File: src/rtl/ps2_rx_fifo.sv
// PS/2 keyboard receiver: pin synchronisers, 11-bit deframer, E0/F0 prefix folding, FWFT event FIFO.
// Build option: define PS2_PARITY_CHECK_EN to enforce odd parity; otherwise the parity bit is skipped.
module ps2_rx_fifo #(
    parameter int FIFO_DEPTH     = 8,
    parameter int SYNC_STAGES    = 2,
    parameter int TIMEOUT_CYCLES = 50000
) (
    input  logic                          clk,
    input  logic                          rst,
    input  logic                          ps2_clk,
    input  logic                          ps2_data,
    input  logic                          rd_en,
    output logic [9:0]                    rd_data,
    output logic                          rd_valid,
    output logic [$clog2(FIFO_DEPTH):0]   fifo_count,
    output logic                          overflow,
    output logic                          frame_err
);

    localparam int AW = $clog2(FIFO_DEPTH);
    localparam int CW = AW + 1;
    localparam int TW = $clog2(TIMEOUT_CYCLES);
    localparam logic [TW-1:0] TMO_MAX = TW'(TIMEOUT_CYCLES - 1);
    localparam logic [CW-1:0] FULL_CNT = CW'(FIFO_DEPTH);

    typedef enum logic [1:0] {
        S_IDLE,
        S_DATA,
        S_PARITY,
        S_STOP
    } state_e;

    // ------------------------------------------------------------------
    // Input synchronisers and falling-edge detect
    // ------------------------------------------------------------------
    logic [SYNC_STAGES-1:0] clk_sync_q;
    logic [SYNC_STAGES-1:0] dat_sync_q;
    logic                   prev_q;
    logic                   clk_s;
    logic                   dat_s;
    logic                   edge_det;

    always_ff @(posedge clk) begin
        if (rst) begin
            clk_sync_q <= '1;
            dat_sync_q <= '1;
            prev_q     <= 1'b1;
        end else begin
            clk_sync_q <= {clk_sync_q[SYNC_STAGES-2:0], ps2_clk};
            dat_sync_q <= {dat_sync_q[SYNC_STAGES-2:0], ps2_data};
            prev_q     <= clk_sync_q[SYNC_STAGES-1];
        end
    end

    assign clk_s    = clk_sync_q[SYNC_STAGES-1];
    assign dat_s    = dat_sync_q[SYNC_STAGES-1];
    assign edge_det = prev_q & ~clk_s;

    // ------------------------------------------------------------------
    // Deframer FSM
    // ------------------------------------------------------------------
    state_e        state_q, state_d;
    logic [2:0]    bit_q, bit_d;
    logic [7:0]    sr_q, sr_d;
    logic          ext_q, ext_d;
    logic          brk_q, brk_d;
    logic [TW-1:0] tmo_q, tmo_d;
    logic          err_d;
    logic          push_req;
    logic [9:0]    push_val;
    logic          frame_ok;
`ifdef PS2_PARITY_CHECK_EN
    logic          par_q, par_d;
`endif

`ifdef PS2_PARITY_CHECK_EN
    assign frame_ok = dat_s & (^{sr_q, par_q});
`else
    assign frame_ok = dat_s;
`endif

    always_comb begin
        state_d  = state_q;
        bit_d    = bit_q;
        sr_d     = sr_q;
        ext_d    = ext_q;
        brk_d    = brk_q;
        tmo_d    = tmo_q + TW'(1);
        err_d    = 1'b0;
        push_req = 1'b0;
        push_val = '0;
`ifdef PS2_PARITY_CHECK_EN
        par_d    = par_q;
`endif
        if (state_q == S_IDLE || edge_det) begin
            tmo_d = '0;
        end

        if (edge_det) begin
            case (state_q)
                S_IDLE: begin
                    if (!dat_s) begin
                        bit_d   = '0;
                        state_d = S_DATA;
                    end
                end
                S_DATA: begin
                    sr_d = {dat_s, sr_q[7:1]};
                    if (bit_q == 3'd7) begin
                        state_d = S_PARITY;
                    end else begin
                        bit_d = bit_q + 3'd1;
                    end
                end
                S_PARITY: begin
`ifdef PS2_PARITY_CHECK_EN
                    par_d = dat_s;
`endif
                    state_d = S_STOP;
                end
                S_STOP: begin
                    state_d = S_IDLE;
                    if (!frame_ok) begin
                        err_d = 1'b1;
                        ext_d = 1'b0;
                        brk_d = 1'b0;
                    end else if (sr_q == 8'hE0) begin
                        ext_d = 1'b1;
                    end else if (sr_q == 8'hF0) begin
                        brk_d = 1'b1;
                    end else begin
                        push_req = 1'b1;
                        push_val = {ext_q, brk_q, sr_q};
                        ext_d    = 1'b0;
                        brk_d    = 1'b0;
                    end
                end
                default: state_d = S_IDLE;
            endcase
        end else if (state_q != S_IDLE && tmo_q == TMO_MAX) begin
            // A stalled partial frame is abandoned; prefixes collected so far are stale.
            state_d = S_IDLE;
            ext_d   = 1'b0;
            brk_d   = 1'b0;
            err_d   = 1'b1;
            tmo_d   = '0;
        end
    end

    always_ff @(posedge clk) begin
        if (rst) begin
            state_q <= S_IDLE;
            bit_q   <= '0;
            sr_q    <= '0;
            ext_q   <= 1'b0;
            brk_q   <= 1'b0;
            tmo_q   <= '0;
`ifdef PS2_PARITY_CHECK_EN
            par_q   <= 1'b0;
`endif
        end else begin
            state_q <= state_d;
            bit_q   <= bit_d;
            sr_q    <= sr_d;
            ext_q   <= ext_d;
            brk_q   <= brk_d;
            tmo_q   <= tmo_d;
`ifdef PS2_PARITY_CHECK_EN
            par_q   <= par_d;
`endif
        end
    end

    // ------------------------------------------------------------------
    // First-word-fall-through event FIFO
    // ------------------------------------------------------------------
    logic [9:0]    mem_q [FIFO_DEPTH];
    logic [AW-1:0] wptr_q, rptr_q;
    logic [CW-1:0] count_q;
    logic          ovf_q;
    logic          ferr_q;
    logic          full;
    logic          pop;
    logic          wr_en;

    assign full  = (count_q == FULL_CNT);
    assign pop   = rd_en & (count_q != '0);
    // When full, a same-cycle pop frees the slot the write lands in.
    assign wr_en = push_req & (~full | pop);

    always_ff @(posedge clk) begin
        if (wr_en && !rst) begin
            mem_q[wptr_q] <= push_val;
        end
    end

    always_ff @(posedge clk) begin
        if (rst) begin
            wptr_q  <= '0;
            rptr_q  <= '0;
            count_q <= '0;
            ovf_q   <= 1'b0;
            ferr_q  <= 1'b0;
        end else begin
            if (wr_en) begin
                wptr_q <= wptr_q + AW'(1);
            end
            if (pop) begin
                rptr_q <= rptr_q + AW'(1);
            end
            case ({wr_en, pop})
                2'b10:   count_q <= count_q + CW'(1);
                2'b01:   count_q <= count_q - CW'(1);
                default: count_q <= count_q;
            endcase
            ovf_q  <= push_req & full & ~pop;
            ferr_q <= err_d;
        end
    end

    assign rd_valid   = (count_q != '0);
    assign rd_data    = rd_valid ? mem_q[rptr_q] : '0;
    assign fifo_count = count_q;
    assign overflow   = ovf_q;
    assign frame_err  = ferr_q;

endmodule
File: config.mk
export PLATFORM = sky130hd
export DESIGN_NAME = ps2_rx_fifo
export DESIGN_NICKNAME = d
export VERILOG_FILES = /design/src/rtl/ps2_rx_fifo.sv
export SDC_FILE = /design/constraint.sdc
export NUM_CORES = 1
export LEC_CHECK = 0
export CAP_MARGIN = 10
export CORE_ASPECT_RATIO = 0.9
export CORE_MARGIN = 4
export CORE_UTILIZATION = 45
export CTS_CLUSTER_SIZE = 12
export DETAILED_ROUTE_END_ITERATION = 6
export GPL_ROUTABILITY_DRIVEN = 1
export PLACE_DENSITY = 0.59
export SYNTH_ARGS = -nofsm -noshare
export SYNTH_HDL_FRONTEND = slang
export SYNTH_SLANG_ARGS = --single-unit
export TNS_END_PERCENT = 10
File: constraint.sdc
create_clock -name clk -period 4.45 [get_ports clk]
set_input_delay 0.89 -clock clk [delete_from_list [all_inputs] [get_ports clk]]
set_output_delay 0.89 -clock clk [all_outputs]
set_load 0.02 [all_outputs]
# --- After elaboration in Yosys (flattened, before gate mapping) ---
# Memory sizes are Yosys's and may differ from the RTL's. A register that Yosys moved wholly into a read port is not among the register bits.
# Cells that the tools add are included.
# Widths: inputs -> output; s select.
classes:
  addsub: 6
  eq_ne: 17
  muxes: 42
  n_bitwise: 9
  reduce_logical: 15
ops:
  columns: ["op", "count"]
  rows:
  - ["$mux 10", 6]
  - ["$mux 16", 3]
  - ["$mux 1", 22]
  - ["$add 16x1->16 const B", 1]
  - ["$eq 16x16->1 const B", 1]
  - ["$eq 8x8->1 const B", 2]
  - ["$mux 3", 4]
  - ["$add 3x1->3 const B", 3]
  - ["$ne 3x3->1 const B", 3]
  - ["$reduce_and 3->1", 3]
  - ["$mux 2", 4]
  - ["$pmux 2 s4", 1]
  - ["$pmux 4 s2", 1]
  - ["$reduce_bool 2->1", 4]
  - ["$eq 2x2->1 const B", 3]
  - ["$pmux 3 s2", 1]
  - ["$and 1x1->1", 5]
  - ["$add 4x1->4 const B", 1]
  - ["$eq 2x1->1 const B", 2]
  - ["$eq 4x4->1 const B", 1]
  - ["$ne 2x2->1 const B", 2]
  - ["$ne 4x4->1 const B", 1]
  - ["$reduce_and 4->1", 1]
  - ["$reduce_bool 4->1", 1]
  - ["other kinds (10)", 13]
totals:
  register_bits: 48
  mem_bits_rw: 80
  in_bits: 5
  out_inout_bits: 17
  word_cells: 104
  memories: 1
memory_table:
  columns: ["memory", "words", "word_bits", "rd", "rd_clocked_by_memory_dff", "write_ports", "line_no", "rtl"]
  rows:
  - ["mem_q", 8, 10, 1, 1, 1, "177", "logic [9:0] mem_q [FIFO_DEPTH];"]

# --- Depth between registers and ports, before layout ---
# Gate-level depths: netlist of the first run.
logic_depth:
  word_depth: 10
  depth_mapped: 11

# --- Worst setup path after synthesis of the first run ---
# OpenSTA, ideal clock, no wires.
synth_path:
  path_kind: "reg2reg"
  startpoint: "reg state_q[0]"
  endpoint: "mem mem_q[4][0], enable pin"
  setup_time_ns: 0.404
  arrival_ns: 2.342
  t_required_ns: 4.046
  setup_slack_ns: 1.704
  path_stages_with_launch: 8
  period_less_slack_ns: 2.746
  path_cell_list: "dfxtp_1 -> ha_1 -> and4b_2 -> o41a_4 -> buf_6 -> and2_4 -> nand2_1 -> nor4_1"
synth_via:
  elab_chain_len: 7
synth_rtl:
  columns: ["element", "line_no", "rtl"]
  rows:
  - ["start: declaration", "62", "state_e state_q, state_d;"]
  - ["start signal: assignment", "162", "state_q <= state_d;"]
  - ["$eq 2x2->1", "100", "case (state_q)"]
  - ["$mux 1", "100", null]
  - ["$mux 1", "99", "if (edge_det) begin"]
  - ["$and 1x1->1", "189", "assign wr_en = push_req & (~full | pop);"]
  - ["$logic_and 1x1->1", "192", "if (wr_en && !rst) begin"]
  - ["$mux 1", "192", null]
  - ["$mux 1 (not written as such)", "193", "mem_q[wptr_q] <= push_val;"]
  - ["end: declaration", "177", null]
# No other way between the ends.

==> results of run 1 <==
[per-layer routing]
| layer | vias up | GRT usage (%) |
|---|---|---|
| met5 | - | 0 |
| met4 | 0 | 4.964 |
| met3 | 10 | 4.887 |
| met2 | 49 | 26.09 |
| met1 | 1546 | 19.12 |
| li1 | 1537 | - |
[stage by stage]
step / util, % / instances / total power (uW) / hold WS, ps
6_report: 55.52 / 607 / 3206 / 404.0
3_3_place_gp: 50.65 / 575 / 1918 / 394.2
5_1_grt: 55.52 / 607 / 3352 / 416.9
3_5_place_dp: 50.65 / 575 / 1926 / 392.3
2_1_floorplan: - / 400 / 1729 / 389.5
4_1_cts: 55.52 / 607 / 3244 / 404.7
[worst max path at each step]
| stage | startpoint | slack (ps) | end | cells past startpoint |
|---|---|---|---|---|
| finish | register | 1070 | rd_data[8] | 5 |
| global route | register | 940 | rd_data[4] | 5 |
| CTS | register | 1000 | rd_data[8] | 5 |
| detailed placement | rd_en | 1230 | fifo_count[3] | 9 |
| global placement | rd_en | 1290 | fifo_count[3] | 9 |
| floorplan | state_q[0] | 1700 | mem_q[4][0] | 7 |
[area by class of cell]
| cell class | instances | area (um^2) | area share [%] |
|---|---|---|---|
| Multi-Input combinational cell | 244 | 1914 | 29.67 |
| Inverter | 8 | 30.03 | 0.4655 |
| Clock buffer | 17 | 425.4 | 6.594 |
| Tap cell | 156 | 195.2 | 3.026 |
| Sequential cell | 131 | 3423 | 53.06 |
| Timing Repair Buffer | 36 | 322.8 | 5.004 |
| Clock inverter | 15 | 140.1 | 2.172 |
[kinds of logic after synthesis]
kind of cell,Yosys count,share of synthesized area (%)
flip-flops,131,62.93
buffers and inverters,25,2.231
adder cells (fa/ha/maj),12,2.898
XOR/XNOR,20,3.220
AO/OA/AOI/OAI,29,3.634
AND/OR/NAND/NOR,148,13.73
multiplexers,35,11.36
[power by group]
group | total (uW) | switching (uW) | internal, uW
sequential | 1330 | 33.3 | 1300
combinational | 556 | 291 | 265
clock | 1320 | 500 | 817
total | 3210 | 824 | 2380
[cells in the mapped netlist (3+ instances only)]
library cell,instances,area (um^2)
nand3b_1,3,22.52
nand2_1,32,120.1
inv_1,7,26.28
mux4_2,20,450.4
and3_1,3,18.77
nor2_1,45,168.9
mux2i_1,13,130.1
and2_2,6,45.04
nand3_1,18,90.09
xnor2_1,11,96.34
edfxtp_1,80,2402
nor4_1,6,37.54
clkbuf_1,10,37.54
a211oi_1,3,22.52
dfxtp_1,51,1021
xor2_1,9,78.83
nor3_1,6,30.03
or2_2,5,31.28
nor2b_1,5,31.28
and2_1,5,31.28
a21oi_1,16,80.08
ha_1,11,137.6
[registers in the layout (all words and copies together) (netlist names), 2 cells and up, named ones only]
name and count:
mem_q 80, tmo_q 16, sr_q 8, fifo_count 4
bit_q 3, rptr_q 3, wptr_q 3, clk_sync_q 2
dat_sync_q 2, state_q 2
[placed cells by master (no fill, tap or decap), types with 3 or more instances in the layout]
master and count:
nand3b_1 3, xor2_1 9, edfxtp_1 80, clkdlybuf4s50_1 21
mux4_2 20, a211oi_1 3, nor4_2 3, nand2_1 32
clkinv_2 3, or2_2 5, and3_1 3, xnor2_1 11
nand3_1 18, and2_1 5, dfxtp_1 51, nor2_1 45
clkbuf_16 17, and2_2 6, a21oi_1 16, nor2b_1 5
clkinv_1 4, nor4_1 4, nor3_1 6, mux2i_1 13
buf_4 15, inv_1 7, ha_1 11
==> results_dict.tcl, run 1 <==
set metrics [dict create \
    status "complete, no violations" \
    finalMaxSlewViolations 0 \
    drt-vias-per-instance 5.176 \
    cts_root_buf "clkbuf_16" \
    grt_overflow 0 \
    setup_viol_count_final 0 \
    holdCritPathClass "reg2reg" \
    cts.htree.levels 4 \
    cts_inserted_buffers 17 \
    design.die.area_um2 13920 \
    crit_path_max_fanout 11 \
    max-cap-violations 0 \
    synthArstFlopShare_pct 0 \
    max_stage_delay_ps 660 \
    path_delay_family "buffers and inverters" \
    netlist_instances 400 \
    cts_sinks 131 \
    synth-seq-cells 131 \
    worst-path-buf-inv 2 \
    r2r-end "fifo_count[3]" \
    grt_pass1_wl_mm 16.26 \
    grt_use_total_pct 15.56 \
    fp.dieW_um 123.9 \
    clk_latency_ps 410 \
    vias 3142 \
    gp_congestion 0.7855 \
    layout.cell_area.non_filler_um2 6451 \
    critPathKind "reg2out" \
    worst_pin_slew_ps 961.4 \
    wirelength_mm 9.789 \
    p_per_area_nw_per_um2 497.0 \
    met2_length_mm 5.000 \
    grt_pass1_vias 3151 \
    critPathLaunchType "register" \
    r2r_start "sr_q[7]" \
    synth-main-ff-cell "edfxtp_1" \
    antenna_found_initial 0 \
    max_freq_ghz 0.2961 \
    crit_arrival_ps 2490 \
    pre_cts_ws_ps 1232 \
    drt_iter0_drc 175 \
    met1Wirelength_mm 4.315 \
    synth.cell_area_um2 5440 \
    hold_depth 1 \
    nets 455 \
    die_height_um 112.3 \
    std_cell_rows 37 \
    worstSetupEndpointType "primary output" \
    portBuffers 21 \
    crit_slowest_cell "dfxtp_1" \
    final.setup_skew_ps 6.092 \
    filler_cell_count 964 \
    top_layer "met4" \
    clk_pin_slew_ps 50 \
    place_area_um2 5886 \
    rsz0062_at_grt "no" \
    wire_per_inst_um 16.13 \
    final-hold-violation-count 0 \
    setup_ws_ps 1073 \
    syn_nets 417 \
    drc_errors 0 \
    coreArea_um2 11620 \
    synth-seq-area-share_pct 62.93 \
    first_pass_iters 4 \
    grt_max_degree 36 \
    p_leak_uw 0.002170 \
    peakVddDrop_v 0.0003830 \
    ctsHoldBuffers 0 \
    post-cts-setup-buffers 0 \
    fin_tns_setup_ps 0 \
    reg2reg_slack_ps 1670 \
    cts_buffer_depth 2 \
    ioPinCount 22 \
    synth_edf_count 80 \
    syn_area_per_cell_um2 13.60 \
    ff2ff_path_depth 9 \
    path_cells "buf_4 > mux4_2 > mux2i_1 > nor2_1 > clkdlybuf4s50_1" \
    detail-route-antenna-nets 0 \
    holdPathEnd "clk_sync_q[1]" \
    drive_gt1_share_pct 19.73 \
    fin_crit_ps 3377 \
    cts_tree "yes" \
    max-slew-margin-rel_pct 35.67 \
    ys_warn_count 0 \
    diodes 0 \
    start_util_pct 46.82 \
    min_from "clk_sync_q[0]" \
    area_growth_pct 18.58 \
    synth.distinct_cells 52 \
    hpwl_mm 6.733 \
    post_cts_resized 0 \
    period_share_pct 75.89 \
    required_ps 3560 \
    met3_length_um 365 \
]
(Power assumes the default switching activity.)
==> inputs of run 2 (changes only) <==
--- a/config.mk
+++ b/config.mk
@@ -12,7 +12,7 @@
 export CTS_CLUSTER_SIZE = 12
 export DETAILED_ROUTE_END_ITERATION = 6
 export GPL_ROUTABILITY_DRIVEN = 1
-export PLACE_DENSITY = 0.59
+export PLACE_DENSITY = 0.61
 export SYNTH_ARGS = -nofsm -noshare
 export SYNTH_HDL_FRONTEND = slang
 export SYNTH_SLANG_ARGS = --single-unit
==> constraint.sdc (replaced) <==
create_clock -name clk -period 3 [get_ports clk]
set_input_delay 0.6 -clock clk [delete_from_list [all_inputs] [get_ports clk]]
set_output_delay 0.6 -clock clk [all_outputs]
set_load 0.02 [all_outputs]
==> results_dict.tcl, run 2 (synthesis gave the netlist of run 1 again) <==
set metrics [dict create \
    status "complete, no violations" \
    cts_inserted_buffers 17 \
    wire_per_inst_um 16.04 \
    detail-route-antenna-nets 0 \
    ff2ff_path_depth 9 \
    die_height_um 112.3 \
    fp.dieW_um 123.9 \
    p_leak_uw 0.002199 \
    crit_path_max_fanout 10 \
    max-slew-margin-rel_pct 56.38 \
    final.setup_skew_ps 7.385 \
    holdCritPathClass "reg2reg" \
    final_common_cell "edfxtp_1" \
    ioPinCount 22 \
    final-hold-violation-count 0 \
    clk_latency_ps 410 \
    pwr-share-clk_pct 40.2 \
    hold_depth 1 \
    diodes 0 \
    wirelength_mm 9.750 \
    max_freq_ghz 0.3461 \
    first_pass_iters 4 \
    endpoint "rd_data[4]" \
    path_cells "buf_12 > mux4_2 > mux2i_1 > nor2_1 > clkdlybuf4s50_1" \
    worst-path-buf-inv 2 \
    worstSetupPathDepth 5 \
    critPathLaunchType "register" \
    cts_root_buf "clkbuf_16" \
    final_cell_mix "edfxtp_1 (80), dfxtp_1 (50), nor2_1 (45)" \
    top_register "mem_q" \
    r2r_start "sr_q[7]" \
    path_delay_family "multiplexers" \
    drive_gt1_share_pct 19.47 \
    pre_cts_ws_ps 287.4 \
    worst_pin_slew_ps 648.2 \
    final_util_pct 55.82 \
    crit_arrival_ps 2290 \
    reg2reg_slack_ps 360 \
    largestRegisters "mem_q: 80 flops, tmo_q: 16 flops, sr_q: 8 flops" \
    r2r-end "fifo_count[3]" \
    area_growth_pct 19.23 \
    grt_overflow 0 \
    grt_pass1_vias 3140 \
    portBuffers 21 \
    p_per_area_nw_per_um2 735.5 \
    ctsHoldBuffers 0 \
    antenna_found_initial 0 \
    finalMaxSlewViolations 0 \
    fin_crit_ps 2890 \
    setup_viol_count_final 0 \
    design.die.area_um2 13920 \
    coreArea_um2 11620 \
    busiest_layer "met2" \
    drc_errors 0 \
    nets 457 \
    start_util_pct 46.82 \
    fin_tns_setup_ps 0 \
    totalPowerFinal_uw 4770 \
    cts_sinks 131 \
    period_share_pct 96.32 \
    peakVddDrop_v 0.0003611 \
    gp_congestion 0.7510 \
    cts.htree.levels 4 \
    rsz0062_at_grt "no" \
    grt_max_degree 31 \
    worstSetupEndpointType "primary output" \
    grt_use_met2_pct 24.25 \
    largest_reg_flops 80 \
    crit_slowest_cell "clkdlybuf4s50_1" \
    critPathKind "reg2out" \
    max_stage_delay_ps 530 \
    grt_use_total_pct 15.56 \
    grt_pass1_wl_mm 16.33 \
    comb_power_share_pct 18.1 \
    cts_buffer_depth 2 \
    setup_ws_ps 110.3 \
    hpwl_mm 6.346 \
    intPower_uw 3567 \
    required_ps 2400 \
    cts_tree "yes" \
    vias 3136 \
    drt_iter0_drc 165 \
    swShare_pct 25.22 \
    std_cell_rows 37 \
    max-cap-violations 0 \
    clk_pin_slew_ps 60 \
    met3_usage_pct 4.232 \
    switching_power_uw 1203 \
    seqPwrFrac_pct 41.7 \
    drt-vias-per-instance 5.158 \
    grt_util_met1_pct 20.93 \
    filler_cell_count 959 \
]
-- run 2: changes by cell type in the layout (fill, tap and decap cells not counted) --
| cell | previous run | this run |
|---|---|---|
| buf_12 | 0 | 2 |
| buf_4 | 15 | 14 |
| buf_6 | 0 | 1 |
| clkbuf_1 | 0 | 3 |
| clkdlybuf4s50_1 | 21 | 20 |
| clkinv_2 | 3 | 1 |
| clkinv_4 | 2 | 3 |
| clkinvlp_4 | 2 | 1 |
| dfxtp_1 | 51 | 50 |
| dfxtp_4 | 0 | 1 |
| dlymetal6s2s_1 | 0 | 1 |
| inv_6 | 2 | 0 |
-- run 2: per-stage QoR --
stage          cell area, um^2  hold WS [ps]  cells
2_1_floorplan             5440         389.5    400
3_3_place_gp              5926         394.9    577
3_5_place_dp              5926         394.0    577
4_1_cts                   6477         405.9    608
5_1_grt                   6486         413.4    608
6_report                  6486         405.7    608
-- run 2: layout make-up --
cell class / instances / area (um^2) / share of cell area [%]
clock buffers: 20 / 436.7 / 6.732
multi-input cells: 244 / 1914 / 29.51
well taps: 156 / 195.2 / 3.009
flip-flops and latches: 131 / 3427 / 52.84
repair buffers: 38 / 369.1 / 5.691
inverters: 8 / 30.03 / 0.4630
clock inverters: 11 / 113.9 / 1.755
-- run 2: worst min-delay path by stage --
stage / slack [ps] / to / from
4_1_cts: 410 / dat_sync_q[1] / dat_sync_q[0]
2_1_floorplan: 390 / clk_sync_q[1] / clk_sync_q[0]
5_1_grt: 410 / dat_sync_q[1] / dat_sync_q[0]
3_5_place_dp: 390 / dat_sync_q[1] / dat_sync_q[0]
6_report: 410 / dat_sync_q[1] / dat_sync_q[0]
3_3_place_gp: 390 / dat_sync_q[1] / dat_sync_q[0]
-- run 2: timing repair --
item,4_1_cts,5_1_grt
endpoints found under the setup margin,9,7
cloned,0,0
gates resized for setup,1,3
buffers inserted,0,0
-- run 2: power by group through the flow --
stage / combinational (uW) / sequential (uW) / clock (uW)
after detailed placement: 873 / 2020 / 0
after floorplan: 545 / 2020 / 0
after CTS: 876 / 1990 / 1950
final: 863 / 1990 / 1920
after global routing: 942 / 2000 / 2040
after global placement: 863 / 2020 / 0
-- run 2: layer usage --
| metal | vias to the layer above | part of all wire [%] |
|---|---|---|
| met5 | - | 0 |
| met4 | 0 | 1.3 |
| met3 | 13 | 2.9 |
| met2 | 40 | 47 |
| met1 | 1541 | 49 |
| li1 | 1542 | - |
